File: src/rtl/div_normalize_sequencer.sv
// div_normalize_sequencer: divider front end sharing one clz32 across operands; DIV_NORMALIZE_SIGNED_EN adds signed magnitudes
module div_normalize_clz (
    input  logic [31:0] a,
    output logic [4:0]  count
);
    always_comb begin
        count = 5'd31;
        for (int i = 0; i < 32; i++) if (a[i]) count = 5'(31 - i);
    end
endmodule

module div_normalize_sequencer #(
    parameter int ID_WIDTH  = 4,
    parameter bit EARLY_OUT = 1'b1
) (
    input  logic                clk,
    input  logic                rst,
    input  logic                req_valid,
    output logic                req_ready,
    input  logic [31:0]         req_dividend,
    input  logic [31:0]         req_divisor,
    input  logic [ID_WIDTH-1:0] req_id,
`ifdef DIV_NORMALIZE_SIGNED_EN
    input  logic                req_signed,
    output logic                rsp_dividend_neg,
    output logic                rsp_divisor_neg,
`endif
    output logic                rsp_valid,
    input  logic                rsp_ack,
    output logic [ID_WIDTH-1:0] rsp_id,
    output logic [4:0]          rsp_dividend_clz,
    output logic [4:0]          rsp_divisor_clz,
    output logic [31:0]         rsp_divisor_norm,
    output logic [5:0]          rsp_iterations,
    output logic                rsp_divisor_zero,
    output logic                rsp_quotient_zero
);
    typedef enum logic [1:0] {IDLE, CLZ_DIVIDEND, CLZ_DIVISOR, DONE} state_t;
    state_t      state;
    logic [31:0] dividend_r, divisor_r, clz_in, accept_dividend, accept_divisor;
    logic [4:0]  clz_out;
    logic        dividend_zero, divisor_zero, clz_gt;
`ifdef DIV_NORMALIZE_SIGNED_EN
    logic dividend_neg, divisor_neg;
    always_comb begin
        dividend_neg    = req_signed & req_dividend[31];
        divisor_neg     = req_signed & req_divisor[31];
        accept_dividend = dividend_neg ? -req_dividend : req_dividend;
        accept_divisor  = divisor_neg ? -req_divisor : req_divisor;
    end
`else
    always_comb begin
        accept_dividend = req_dividend;
        accept_divisor  = req_divisor;
    end
`endif
    always_comb begin
        clz_in       = state == CLZ_DIVISOR ? divisor_r : dividend_r;
        divisor_zero = ~|divisor_r;
        // a negative clz difference also means no quotient bits, whether or not it is flagged
        clz_gt       = dividend_zero | (rsp_dividend_clz > clz_out);
    end
    div_normalize_clz u_clz (.a(clz_in), .count(clz_out));
    always_ff @(posedge clk) begin
        if (rst) begin
            state             <= IDLE;
            req_ready         <= 1'b1;
            rsp_valid         <= 1'b0;
            dividend_r        <= '0;
            divisor_r         <= '0;
            dividend_zero     <= 1'b0;
            rsp_id            <= '0;
            rsp_dividend_clz  <= '0;
            rsp_divisor_clz   <= '0;
            rsp_divisor_norm  <= '0;
            rsp_iterations    <= '0;
            rsp_divisor_zero  <= 1'b0;
            rsp_quotient_zero <= 1'b0;
`ifdef DIV_NORMALIZE_SIGNED_EN
            rsp_dividend_neg  <= 1'b0;
            rsp_divisor_neg   <= 1'b0;
`endif
        end else begin
            case (state)
                IDLE: if (req_valid) begin
                    dividend_r <= accept_dividend;
                    divisor_r  <= accept_divisor;
                    rsp_id     <= req_id;
`ifdef DIV_NORMALIZE_SIGNED_EN
                    rsp_dividend_neg <= dividend_neg;
                    rsp_divisor_neg  <= divisor_neg;
`endif
                    req_ready  <= 1'b0;
                    state      <= CLZ_DIVIDEND;
                end
                CLZ_DIVIDEND: begin
                    rsp_dividend_clz <= clz_out;
                    dividend_zero    <= ~|dividend_r;
                    state            <= CLZ_DIVISOR;
                end
                CLZ_DIVISOR: begin
                    rsp_divisor_clz   <= clz_out;
                    rsp_divisor_zero  <= divisor_zero;
                    rsp_divisor_norm  <= divisor_r << clz_out;
                    rsp_quotient_zero <= EARLY_OUT & ~divisor_zero & clz_gt;
                    rsp_iterations    <= (divisor_zero | clz_gt) ? 6'd0 : {1'b0, clz_out} - {1'b0, rsp_dividend_clz} + 6'd1;
                    rsp_valid         <= 1'b1;
                    state             <= DONE;
                end
                DONE: if (rsp_ack) begin
                    rsp_valid <= 1'b0;
                    req_ready <= 1'b1;
                    state     <= IDLE;
                end
                default: state <= IDLE;
            endcase
        end
    end
endmodule

File: config.mk
export PLATFORM = sky130hd
export DESIGN_NAME = div_normalize_sequencer
export DESIGN_NICKNAME = d
export VERILOG_FILES = /design/src/rtl/div_normalize_sequencer.sv
export SDC_FILE = /design/constraint.sdc
export NUM_CORES = 1
export LEC_CHECK = 0
export ABC_AREA = 1
export CAP_MARGIN = 15
export CORE_UTILIZATION = 48
export DETAILED_ROUTE_END_ITERATION = 8
export GPL_ROUTABILITY_DRIVEN = 1
export PLACE_DENSITY = 0.87
export SLEW_MARGIN = 20
export SYNTH_ARGS = -nofsm -noshare
export SYNTH_HDL_FRONTEND = slang
export SYNTH_SLANG_ARGS = --single-unit
File: constraint.sdc
create_clock -name clk -period 4.3 [get_ports clk]
set_input_delay 0.43 -clock clk [delete_from_list [all_inputs] [get_ports clk]]
set_output_delay 0.43 -clock clk [all_outputs]
set_load 0.005 [all_outputs]
==> parameters.txt <==
Parameter                              Value

Layout
  Post-Layout Cell Count ... 1,366
  Layout Nets ... 1,263
  Share of cells above drive strength 1 ... 7.50%
  Diode insertion count for antenna repair ... 0
  Filler instances ... 1,181
  Layout area overhead ... 28.9%
  Final design area excluding fillers ... 9010 um^2

STA
  Worst-margin pin slew ... a little over 900 ps
  Max Freq ... 251 MHz
  Count of endpoints failing setup in the final report ... 0
  Endpoints failing hold ... 0
  Rel. slew slack ... between 30% and 40%
  Clock skew after layout ... 8.21 ps
  Number of max-slew violations in the final report ... 0
  Post-route fraction of the period consumed by the critical path ... 92.5%
  Final min period ... just under 4000 ps

Power
  PwrDens ... 996 nW/um^2
  Worst VDD drop ... 0.433 mV
  Leakage power of the design ... 3.76 nW

Yosys
  Post-synth EDFFs ... 0
  Flops & latches, synth ... about 120
  Seq/Total Area, Yosys ... 35.2%
  Mean instance size in the synthesized netlist ... roughly 6.5 um^2
  Post-synthesis cell type with the largest combined area ... sky130_fd_sc_hd__dfxtp_1
  Portion of synthesized cell area occupied by the leading cell type ... a little over a third
  Cells taking the most area after synthesis ... sky130_fd_sc_hd__dfxtp_1 35%, sky130_fd_sc_hd__nand3_1 16%, sky130_fd_sc_hd__nand2_1 12%
  Distinct cells, synth ... 39
  Area of the mapped netlist ... between 6000 and 7000 um^2
  Dominant cell by count in the synthesized netlist ... sky130_fd_sc_hd__nand2_1
  Number of standard cells after synthesis ... 1,072
  Post-Syn Nets ... 1,162
  Prevailing post-synth register cell ... sky130_fd_sc_hd__dfxtp_1
  Top post-synthesis cells by count ... 225 x sky130_fd_sc_hd__nand2_1, 219 x sky130_fd_sc_hd__nand3_1, 123 x sky130_fd_sc_hd__dfxtp_1, 109 x sky130_fd_sc_hd__o21ai_0, 100 x sky130_fd_sc_hd__nor2_1
  Synthesis Warnings ... 0
  Proportion of synthesized flip-flops having asynchronous set or reset ... 0%

Critical path
  Max stage delay on crit path ... 390 ps
  Start point of the critical path ... state[0]$_SDFFE_PP0P_
  Startpoint class of the critical path ... register
  Startpoint of the most critical register-to-register path ... state[0]$_SDFFE_PP0P_
  Required arrival time at the worst endpoint ... 4610 ps
  Critical path peak fanout ... 8
  Cells on worst reg2reg path ... 40
  Worst setup slack for register-to-register paths ... 320 ps
  Most repeated library cell on the critical path ... sky130_fd_sc_hd__nand2_1
  Slowest stage cell, crit path ... sky130_fd_sc_hd__fa_2
  Kind of critical path ... register to register
  Critical Path Sink Type ... register
  Reg2reg end ... rsp_iterations[3]$_SDFFE_PP0P_
  Critical path destination ... rsp_iterations[3]$_SDFFE_PP0P_
  Arrival @ worst endpoint ... 4290 ps

Drt
  Total vias in the final route ... 7,733
  Number of vias per cell ... 5.66
  DR iter-0 viols ... approximately 800
  Count of unresolved DRC violations after routing ... 0
  Overall routed net length ... 20,700 um
  Number of antenna-violating nets in the routed design ... 0
  Detail-routed net length per standard cell ... 15.2 um
  Length of the first detailed-routing pass in iterations ... 6

Global routing
  First-pass GRT wire length ... 33,400 um
  Number of antenna violations at the first check in global routing ... 0
  Gr usage total ... 28.4%
  Total congestion overflow after global routing ... 0
  Number of global-route vias before repair ... between 6,000 and 7,000
  Maximum number of pins on one net before global-route repair ... 86

Floorplan
  Number of placement rows ... 43
  Area of the core ... between 10,000 and 15,000 um^2
  Die Height ... 123 um
  Die ar. ... 15,100 um^2
  Effective utilization at floorplan ... 49.8%
  Die X-Extent ... 123 um
  Total I/O pin count ... 128

CTS
  Clock root buffer ... sky130_fd_sc_hd__clkbuf_16
  Maximum count of clock buffers along a single path ... 2
  CTS H-Tree Depth ... 4
  Number of sinks on the clock net ... 123
  Clock latency reported for the late side of the worst-skew pair ... 430 ps
  TritonCTS clock tree ... done
  Number of buffers added by the clock tree synthesis step ... 17
  Clock-pin slew on the worst setup and hold paths ... 60 ps
  Number of hold buffers added after cts ... 0

Place
  Cells after DPL ... 1,326
  Area after DPL ... between 8000 and 9000 um^2
  HPWL after DPL ... 14,500 um
  Routability cong. ... 0.967
  Number of input and output port buffers inserted ... roughly 130

Min path
  Type of the worst min-delay path ... register to register
  Hold Crit Start ... rsp_divisor_norm[14]$_SDFFE_PP0P_

Job
  Number of max-capacitance violations reported ... 0

Status
  Outcome ... complete, no violations
where the power goes:
part / total (W) / internal, W / switching, W
sequential: 0.00180 / 0.00151 / 0.000289
combinational: 0.00569 / 0.00208 / 0.00361
clock: 0.00148 / 0.000951 / 0.000528
total: 0.00897 / 0.00455 / 0.00443
critical path: cells and delay by family, from the launching register on:
family	cells	cell delay [ps]
compound gates	2	160
simple gates	32	2180
flops	1	330
fa+ha+maj	4	990
buf+inv	2	220
repair_timing:
item | CTS | global route
endpoints found under the setup margin | 0 | 34
gates resized for setup | 0 | 16
buffers inserted | 0 | 8
metrics by stage:
step | hold slack (ps) | power (W) | TNS [ps] | util [%] | setup WS, ps
finish | 461 | 0.00897 | 0 | 64.2 | 321
global placement | 453 | 0.00712 | 0 | 59.0 | 254
global route | 478 | 0.00973 | -8.76 | 64.2 | -6.48
floorplan | 439 | 0.00582 | 0 | - | 305
CTS | 464 | 0.00873 | 0 | 63.4 | 112
detailed placement | 455 | 0.00721 | 0 | 59.0 | 152
cell type report:
type,count,area [um^2],share of cell area [%]
Tap cell,180,225,2.50
Clock inverter,7,103,1.14
Sequential cell,123,2460,27.3
Timing Repair Buffer,151,1470,16.3
Multi-Input combinational cell,811,3980,44.1
Inverter,69,260,2.89
Clock buffer,25,515,5.72
logic make-up (layout without fill, tap and decap cells):
kind of cell / after synthesis / count (layout) / synth area share (%)
adders and majority gates: 18 / 18 / 3.44
AOI/OAI and AO/OA: 206 / 206 / 15.4
DFF: 123 / 123 / 35.2
and+or+nand+nor: 585 / 585 / 37.2
buffers and inverters: 138 / 252 / 8.52
xor gates and xnor gates: 1 / 1 / 0.125
muxes: 1 / 1 / 0.143
flip-flops by register name (all words and copies together), names as in the netlist, 2 cells and up:
register and cells:
dividend_r 32, state 2, rsp_iterations 6, rsp_divisor_norm 32
rsp_id 4, divisor_r 32, rsp_divisor_clz 5, rsp_dividend_clz 5
layout by cell type (no fill, tap or decap), types with 4 or more instances in the layout:
master                            instances
sky130_fd_sc_hd__a22oi_1                  4
sky130_fd_sc_hd__nor4_1                  15
sky130_fd_sc_hd__clkbuf_16               17
sky130_fd_sc_hd__nand2_1                224
sky130_fd_sc_hd__a21oi_2                  5
sky130_fd_sc_hd__a21oi_1                 78
sky130_fd_sc_hd__o21ai_0                109
sky130_fd_sc_hd__nor2_1                  99
sky130_fd_sc_hd__clkdlybuf4s50_1        127
sky130_fd_sc_hd__nand2_2                  6
sky130_fd_sc_hd__inv_2                    5
sky130_fd_sc_hd__clkbuf_8                 6
sky130_fd_sc_hd__ha_1                    14
sky130_fd_sc_hd__nand4_1                  7
sky130_fd_sc_hd__nand3_1                219
sky130_fd_sc_hd__dfxtp_1                121
sky130_fd_sc_hd__buf_4                   21
sky130_fd_sc_hd__inv_1                   62
sky130_fd_sc_hd__nor2_2                   5
how the worst min path moves through the flow:
| stage | end | slack (ps) | depth (start not counted) |
|---|---|---|---|
| floorplan | dividend_r[7]$_SDFFE_PP0P_ | 440 | 2 |
| global placement | rsp_divisor_norm[13]$_SDFFE_PP0P_ | 450 | 2 |
| detailed placement | rsp_divisor_norm[14]$_SDFFE_PP0P_ | 460 | 2 |
| CTS | rsp_divisor_norm[14]$_SDFFE_PP0P_ | 460 | 2 |
| global route | rsp_divisor_norm[14]$_SDFFE_PP0P_ | 480 | 2 |
| finish | rsp_divisor_norm[14]$_SDFFE_PP0P_ | 460 | 2 |
per-layer routing:
layer / vias to the layer above / GRT usage [%] / part of all wire [%]
met5: - / 0 / 0
met4: 0 / 11.8 / 2.9
met3: 60 / 6.60 / 7.9
met2: 392 / 44.2 / 46
met1: 3469 / 37.5 / 43
li1: 3812 / - / -
Power figures use the tool's default switching activity.
